$ cat src/rtl/spi_pkg.sv
// Shared SPI definitions: FSM state encoding, clock-phase constants and defaults
// used by both the PISO transmitter and the SIPO receiver.
package spi_pkg;

  typedef enum logic [2:0] {
    ST_IDLE,
    ST_SETUP,
    ST_SHIFT,
    ST_HOLD,
    ST_GAP
  } spi_state_t;

  // Receiver sampling edge: 0 = SCLK rise, 1 = SCLK fall.
  localparam logic C_PH_RISE = 1'b0;
  localparam logic C_PH_FALL = 1'b1;

  localparam int D_PACK_DEFAULT  = 8;
  localparam int CLK_DIV_DEFAULT = 4;

endpackage

$ cat src/rtl/spi_clk_div.sv
// Half-period tick generator: one-cycle TICK every CLK_DIV enabled cycles.
// The counter is held at zero while disabled so every frame starts phase-aligned.
module spi_clk_div #(
  parameter int CLK_DIV = spi_pkg::CLK_DIV_DEFAULT
) (
  input  logic CLK,
  input  logic RST_N,
  input  logic EN,
  output logic TICK
);

  localparam int            CW   = (CLK_DIV > 1) ? $clog2(CLK_DIV) : 1;
  localparam logic [CW-1:0] LAST = CW'(CLK_DIV - 1);

  logic [CW-1:0] cnt;

  // NOTE: state is updated with non-blocking assignments under an async reset so
  // every register samples pre-edge values regardless of block ordering.
  always_ff @(posedge CLK or negedge RST_N) begin
    if (!RST_N) begin
      cnt <= '0;
    end else if (!EN || cnt == LAST) begin
      cnt <= '0;
    end else begin
      cnt <= cnt + 1'b1;
    end
  end

  assign TICK = EN && (cnt == LAST);

endmodule

$ cat src/rtl/spi_piso_tx.sv
// SPI parallel-in serial-out transmitter: accepts a word on a valid/ready
// handshake and shifts it out LSB-first under CS_N with a divided SCLK.
module spi_piso_tx
  import spi_pkg::*;
#(
  parameter int D_PACK  = D_PACK_DEFAULT,
  parameter int CLK_DIV = CLK_DIV_DEFAULT
) (
  input  logic              CLK,
  input  logic              RST_N,
  input  logic [D_PACK-1:0] PAR_IN,
  input  logic              C_PH,
  input  logic              LOAD_VALID,
  output logic              LOAD_READY,
  output logic              SCLK,
  output logic              DATA_OUT,
  output logic              CS_N,
  output logic              BUSY,
  output logic              DONE
);

  localparam int               CNT_W    = $clog2(D_PACK + 1);
  localparam logic [CNT_W-1:0] BIT_LAST = CNT_W'(D_PACK);

  spi_state_t        state;
  logic [D_PACK-1:0] shreg;
  logic              mode;
  logic [CNT_W-1:0]  bit_cnt;
  logic              tick;

  spi_clk_div #(.CLK_DIV(CLK_DIV)) u_clk_div (
    .CLK  (CLK),
    .RST_N(RST_N),
    .EN   (state != ST_IDLE),
    .TICK (tick)
  );

  assign LOAD_READY = (state == ST_IDLE);
  assign BUSY       = (state != ST_IDLE);

  // shreg[0] always mirrors DATA_OUT; advancing moves the next bit into both.
  always_ff @(posedge CLK or negedge RST_N) begin
    if (!RST_N) begin
      state    <= ST_IDLE;
      shreg    <= '0;
      mode     <= C_PH_RISE;
      bit_cnt  <= '0;
      SCLK     <= 1'b0;
      CS_N     <= 1'b1;
      DATA_OUT <= 1'b0;
      DONE     <= 1'b0;
    end else begin
      DONE <= 1'b0;
      unique case (state)
        ST_IDLE: begin
          if (LOAD_VALID) begin
            shreg    <= PAR_IN;
            mode     <= C_PH;
            bit_cnt  <= '0;
            CS_N     <= 1'b0;
            DATA_OUT <= PAR_IN[0];
            state    <= ST_SETUP;
          end
        end

        ST_SETUP: begin
          if (tick) begin
            SCLK  <= 1'b1;
            state <= ST_SHIFT;
            if (mode == C_PH_RISE) bit_cnt <= bit_cnt + 1'b1;
          end
        end

        ST_SHIFT: begin
          if (tick) begin
            if (SCLK) begin
              SCLK <= 1'b0;
              if (mode == C_PH_FALL) begin
                bit_cnt <= bit_cnt + 1'b1;
              end else if (bit_cnt != BIT_LAST) begin
                DATA_OUT <= shreg[1];
                shreg    <= {1'b0, shreg[D_PACK-1:1]};
              end
            end else if (bit_cnt == BIT_LAST) begin
              // All sampling edges seen and SCLK is low: frame body complete.
              state <= ST_HOLD;
            end else begin
              SCLK <= 1'b1;
              if (mode == C_PH_RISE) begin
                bit_cnt <= bit_cnt + 1'b1;
              end else begin
                DATA_OUT <= shreg[1];
                shreg    <= {1'b0, shreg[D_PACK-1:1]};
              end
            end
          end
        end

        ST_HOLD: begin
          if (tick) begin
            CS_N     <= 1'b1;
            DATA_OUT <= 1'b0;
            DONE     <= 1'b1;
            state    <= ST_GAP;
          end
        end

        ST_GAP: begin
          if (tick) state <= ST_IDLE;
        end

        default: state <= ST_IDLE;
      endcase
    end
  end

endmodule
$ cat config.mk
export PLATFORM = sky130hd
export DESIGN_NAME = spi_piso_tx
export DESIGN_NICKNAME = d
export VERILOG_FILES = /design/src/rtl/spi_pkg.sv /design/src/rtl/spi_clk_div.sv /design/src/rtl/spi_piso_tx.sv
export SDC_FILE = /design/constraint.sdc
export NUM_CORES = 1
export LEC_CHECK = 0
export CAP_MARGIN = 20
export CORE_ASPECT_RATIO = 0.75
export CORE_MARGIN = 4
export CORE_UTILIZATION = 23
export DETAILED_ROUTE_END_ITERATION = 8
export HOLD_SLACK_MARGIN = 0.06
export SYNTH_ARGS = -nofsm -noshare
export SYNTH_HDL_FRONTEND = slang
export SYNTH_SLANG_ARGS = --single-unit
$ cat constraint.sdc
create_clock -name CLK -period 2.1 [get_ports CLK]
set_input_delay 0.315 -clock CLK [delete_from_list [all_inputs] [get_ports CLK]]
set_output_delay 0.315 -clock CLK [all_outputs]
set_load 0.01 [all_outputs]
* Yosys cells after proc, flatten, opt, wreduce, memory -nomap -nowiden *
Index checks and enable logic that the tools add are counted.

word-level totals
  output and inout port bits = 6
  register bits = 22

cells by class
  eq/ne operators = 19
  add/subtract/negate cells = 2
  reduce and logical (&&, ||, !) cells = 17
  mux-type cells = 43

operator list
  operator                                                          number
  8-bit 2-to-1 mux                                                  7
  4-bit 2-to-1 mux                                                  7
  3-bit 2-to-1 mux                                                  7
  8-bit one-hot mux with 2 select lines                             1
  1-bit 2-to-1 mux                                                  15
  3-bit != test (second input constant)                             5
  3-bit one-hot mux with 5 select lines                             1
  2-bit != test (second input constant)                             7
  7-bit AND reduction                                               2
  4-bit one-hot mux with 3 select lines                             1
  3-bit nonzero test                                                3
  8-bit AND reduction                                               1
  3-bit by 2-bit == test with 1-bit output (second input constant)  2
  3-bit AND reduction                                               2
  6-bit AND reduction                                               1
  2-bit nonzero test                                                3
  4-bit by 1-bit adder with 4-bit output (second input constant)    1
  4-bit == test (second input constant)                             1
  4-bit != test (second input constant)                             1
  1-bit one-hot mux with 2 select lines                             2
  3-bit by 1-bit == test with 1-bit output (second input constant)  1
  3-bit == test (second input constant)                             1
  3-bit zero test                                                   1
  1-bit one-hot mux with 3 select lines                             1
  other kinds (7)                                                   7

* Logic depth before layout (Yosys ltp) *
  depth after elaboration = 6
  depth in mapped cells = 7
  depth with buffers taken out = 7

* Hierarchy *
A second synthesis with hierarchy kept.

second synthesis, totals
  cells, all modules = 110
  area total of the unflattened synthesis = 1186.1 sq um

modules (own cells, without submodules)
  module       sequential area each (sq um)  cells each  times used  area each (sq um)
  spi_piso_tx  476.7                         104         1           1094.8
  spi_clk_div  50.0                          6           1           91.3

* Worst setup path after synthesis *
Ideal clock, no wire load.

  kind = register to register
  from = register u_clk_div.cnt[0]
  to = register shreg[1]
  path slack = 445 ps
  setup time = 125 ps
  stages on the path, launching flop included = 7
  data arrival time = 1530 ps
  path through = dfrtp_1 ha_1 buf_2 and2_1 a31oi_1 nor3_4 mux2_2

on the way
  word-level cells in the longest chain between the ends = 4

RTL lines
  item                           line               RTL
  start: declaration             spi_clk_div.sv:15  logic [CW-1:0] cnt;
  start signal: assignment       spi_clk_div.sv:25  cnt <= cnt + 1'b1;
  2-bit == test                  spi_clk_div.sv:29  assign TICK = EN && (cnt == LAST);
  1-bit logical AND              spi_clk_div.sv:29
  2-bit != test (no line)        -
  7-bit AND reduction (no line)  -
  end signal: assignment         spi_piso_tx.sv:82  shreg <= {1'b0, shreg[D_PACK-1:1]};
  end signal: assignment         spi_piso_tx.sv:93  shreg <= {1'b0, shreg[D_PACK-1:1]};
  end: declaration               spi_piso_tx.sv:26  logic [D_PACK-1:0] shreg;

Every way passes these cells.
A chain may end at the register's enable or synchronous reset.

* Worst setup path after layout *
  from = register state[0]
  to = output port LOAD_READY

on the way
  word-level cells in the longest chain between the ends = 1

RTL lines
  item                      line               RTL
  start: declaration        spi_piso_tx.sv:25  spi_state_t state;
  start signal: assignment  spi_piso_tx.sv:44  state <= ST_IDLE;
  start signal: assignment  spi_piso_tx.sv:62  state <= ST_SETUP;
  start signal: assignment  spi_piso_tx.sv:69  state <= ST_SHIFT;
  3-bit zero test           spi_piso_tx.sv:38  assign LOAD_READY = (state == ST_IDLE);
  end: declaration          spi_piso_tx.sv:14  output logic LOAD_READY,

Every way passes these cells.

==> impl_results.rst <==
.. list-table::
   :header-rows: 1

   * - Metric
     - Value
   * - Via count of the first global-routing pass
     - 907
   * - List of cells traversed by the critical path
     - nor3_1 -> buf_4 -> clkdlybuf4s50_1
   * - Net Count, Synth
     - 134
   * - Area occupied by multi-input gates
     - 667 um^2
   * - Via count of the routed design
     - 947
   * - Number of nets in the layout
     - 159
   * - Drt total wl
     - 2.60 mm
   * - Core outline area
     - 5320 um^2
   * - Pin count of the biggest net entering global routing
     - 16
   * - Area of all sequential standard cells
     - 528 um^2
   * - Count of non-filler cells in the finished layout
     - 218
   * - Unrepaired setup endpoints after global routing
     - no
   * - Clock tree sinks
     - 21
   * - Number of placement rows
     - 23
   * - Final critical delay including setup and external delays
     - 2.00 ns
   * - # IOs
     - 18
   * - Number of search-and-repair iterations in the first detailed-routing pass
     - 4
   * - Clock tree root driver cell
     - clkbuf_8
   * - Unique masters post-synth
     - 41
   * - Initial DRC count
     - 28
   * - CTS tree
     - built
   * - Area of the die
     - 6750 um^2
   * - Wirelength per Cell
     - 11.9 um
   * - Max Slew Vio Count
     - 0
   * - Worst Path Required
     - 1.78 ns
   * - Global-route usage over all layers
     - 7.92%
   * - Maximum fanout along the worst path
     - 12
   * - Number of cells after detailed placement
     - 214
   * - IO Port Bufs
     - 17
   * - Sequential-to-total area share from yosys stat
     - 41.7%
   * - Yosys synthesis warning count
     - 0
   * - Status
     - finished, final reports clean
   * - Most used routing layer in global routing
     - met1
   * - Worst-skew pair later-pin latency
     - 0.27 ns
   * - Final worst path period share
     - 95.0%
   * - Most used cells in the layout excluding fill and tap cells
     - dfrtp_1 (19), clkdlybuf4s50_1 (17), mux2_2 (14), buf_4 (10), nor2_1 (7)
   * - Max Buffers Root-to-Sink
     - 2
   * - Total negative setup slack
     - 0 ns
   * - Global routing met1 resource utilization
     - 12.1%
   * - Final-layout fill cell count
     - 559
   * - Synthesized instance count
     - 119
   * - Number of max-capacitance violations reported
     - 0
   * - Endpoints failing hold
     - 0
   * - Number of nets with antenna violations after routing
     - 0
   * - Max VDD drop
     - 0.194 mV
   * - Normalized max-slew margin
     - 70.0%
   * - Power Dens Cells
     - 450 nW/um^2
   * - Highest Clock Rate
     - 501 MHz
   * - Final design utilization
     - 30.1%
   * - Initial cell density of the core
     - 23.7%
   * - H-Tree Level Count
     - 1
   * - Worst path slowest cell
     - clkdlybuf4s50_1
   * - Data arrival at the endpoint of the critical path
     - 1.68 ns
   * - Clk_skew
     - 0.00881 ns
   * - Wire length of the first global-routing pass
     - 4.33 mm
   * - Clock transition at the registers of the reported paths
     - 0.08 ns
   * - Vias per Instance
     - 4.34
   * - Diode insertion count for antenna repair
     - 0
   * - Post-detail-place hpwl
     - 2.08 mm
   * - Most common library cell in the layout ignoring fill and taps
     - dfrtp_1
   * - Type of element launching the critical path
     - flip-flop
   * - Vertical die dimension
     - 72.2 um
   * - Capturing element type of the critical path
     - output port
   * - Synth Area per Inst
     - 10.6 um^2
   * - Cell area after synthesis
     - 1260 um^2
   * - Cts bufs inserted
     - 3
   * - Die Width
     - 93.6 um
   * - Worst Hold Class
     - in -> async
   * - DRC viols
     - 0
   * - Fraction of final layout cells sized beyond drive strength 1
     - 24.5%
   * - Setup repair bufs after CTS
     - 0
   * - Worst Path Class, Setup
     - reg -> out
   * - Slowest Stage Delay on Critical Path
     - 0.54 ns
   * - Global placer's final weighted congestion
     - 0.838
   * - Signed area change from the synthesized netlist to the final layout
     - 26.9%
   * - Sum of overflow across all layers after global routing
     - 0
   * - Met2 GRT Util
     - 11.2%
   * - P_leak
     - 0.000691 uW
   * - Initial antenna violation count
     - 0
   * - Final number of setup-violating endpoints
     - 0
   * - Worst Tran Pin Value
     - 0.449 ns
   * - Global-route met3 utilization
     - 2.18%
   * - #FFs+latches synth
     - 21
   * - Worst r2r path cells
     - 5
critical path: cells and delay by family, from the launching register on:
family / cells / cell delay (ns)
buffers and inverters: 2 / 0.71
DFF: 1 / 0.50
and+or+nand+nor: 1 / 0.19
through the flow:
step	hold slack [ns]	instance area, um^2	power, uW	worst slack, ns
global route	0.393	1600	745	0.0288
finish	0.352	1600	720	0.104
detailed placement	0.433	1560	454	0.0959
floorplan	0.0194	1260	420	0.445
global placement	0.433	1560	453	0.168
CTS	0.376	1600	733	0.0228
registers in the layout (all words and copies together) (netlist names):
register       flops
bit_cnt            4
shreg              7
SCLK               1
u_clk_div.cnt      2
mode               1
DATA_OUT           1
state              3
CS_N               1
DONE               1
cell usage after synthesis, drive strengths merged:
master | number | share of area (%)
or3b | 1 | 0.69
nand3b | 2 | 1.2
a21oi | 7 | 3.1
and3b | 2 | 1.4
dfstp | 1 | 2.1
nand3 | 3 | 1.2
a21o | 1 | 0.59
nor3b | 3 | 2.7
nand4b | 1 | 0.69
dfrtp | 20 | 40
nor2 | 7 | 2.1
a221oi | 1 | 0.69
a32o | 1 | 0.79
a211oi | 1 | 0.59
o211ai | 2 | 1.2
mux2i | 3 | 2.4
nor4 | 1 | 0.50
nand2 | 6 | 1.8
mux2 | 14 | 12
buf | 7 | 3.7
a31oi | 2 | 0.99
ha | 3 | 3.0
nor2b | 2 | 0.99
o311ai | 1 | 0.69
nor3 | 4 | 2.5
o21ai | 2 | 0.79
xor2 | 2 | 1.4
inv | 6 | 1.8
o22a | 1 | 0.69
and2 | 2 | 0.99
o21a | 2 | 1.2
or2 | 1 | 0.50
o21bai | 1 | 0.59
nor4b | 2 | 2.6
nand2b | 4 | 2.0
path summary, 6_finish.rpt:
path	startpoint	to	slack (ns)
max	state[0]	LOAD_READY	0.10
min	RST_N	SCLK	0.35
max reg2reg	u_clk_div.cnt[0]	shreg[3]	0.26
min reg2reg	u_clk_div.cnt[0]	u_clk_div.cnt[0]	0.44
max in group asynchronous	RST_N	shreg[3]	1.21
min in group CLK	u_clk_div.cnt[0]	u_clk_div.cnt[0]	0.44
report_power, final:
part | internal, uW | switching (uW) | leakage, uW
sequential | 406 | 0.983 | 0.000260
combinational | 23.5 | 14.2 | 0.000408
clock | 136 | 140 | 0.0000228
logic make-up (layout without fill, tap and decap cells):
group,after synthesis,in the layout,synth area share (%)
multiplexers,17,17,14.9
flip-flops,21,21,41.7
XOR/XNOR,2,2,1.39
AND/OR/NAND/NOR,41,41,21.7
AO/OA/AOI/OAI,22,22,11.9
buffers and inverters,13,37,5.45
adder cells (fa/ha/maj),3,3,2.97
per-layer routing:
metal  wire (um)  share of wire, %  vias to the layer above
met5           0                 0                        -
met4           8              0.31                        0
met3          89               3.4                        2
met2        1090                42                       21
met1        1420                54                      449
li1            -                 -                      475
area by class of cell:
class | count | share of cell area [%]
multi-input cells | 85 | 41.6
flip-flops and latches | 21 | 33.0
repair buffers | 27 | 15.3
well taps | 75 | 5.86
clock buffers | 4 | 2.81
inverters | 6 | 1.41
what timing repair did:
| item | 4_1_cts | 5_1_grt |
|---|---|---|
| setup endpoints to repair | 0 | 2 |
| hold buffers | 0 | 0 |
| gates resized for setup | 0 | 1 |
Power figures use the tool's default switching activity.
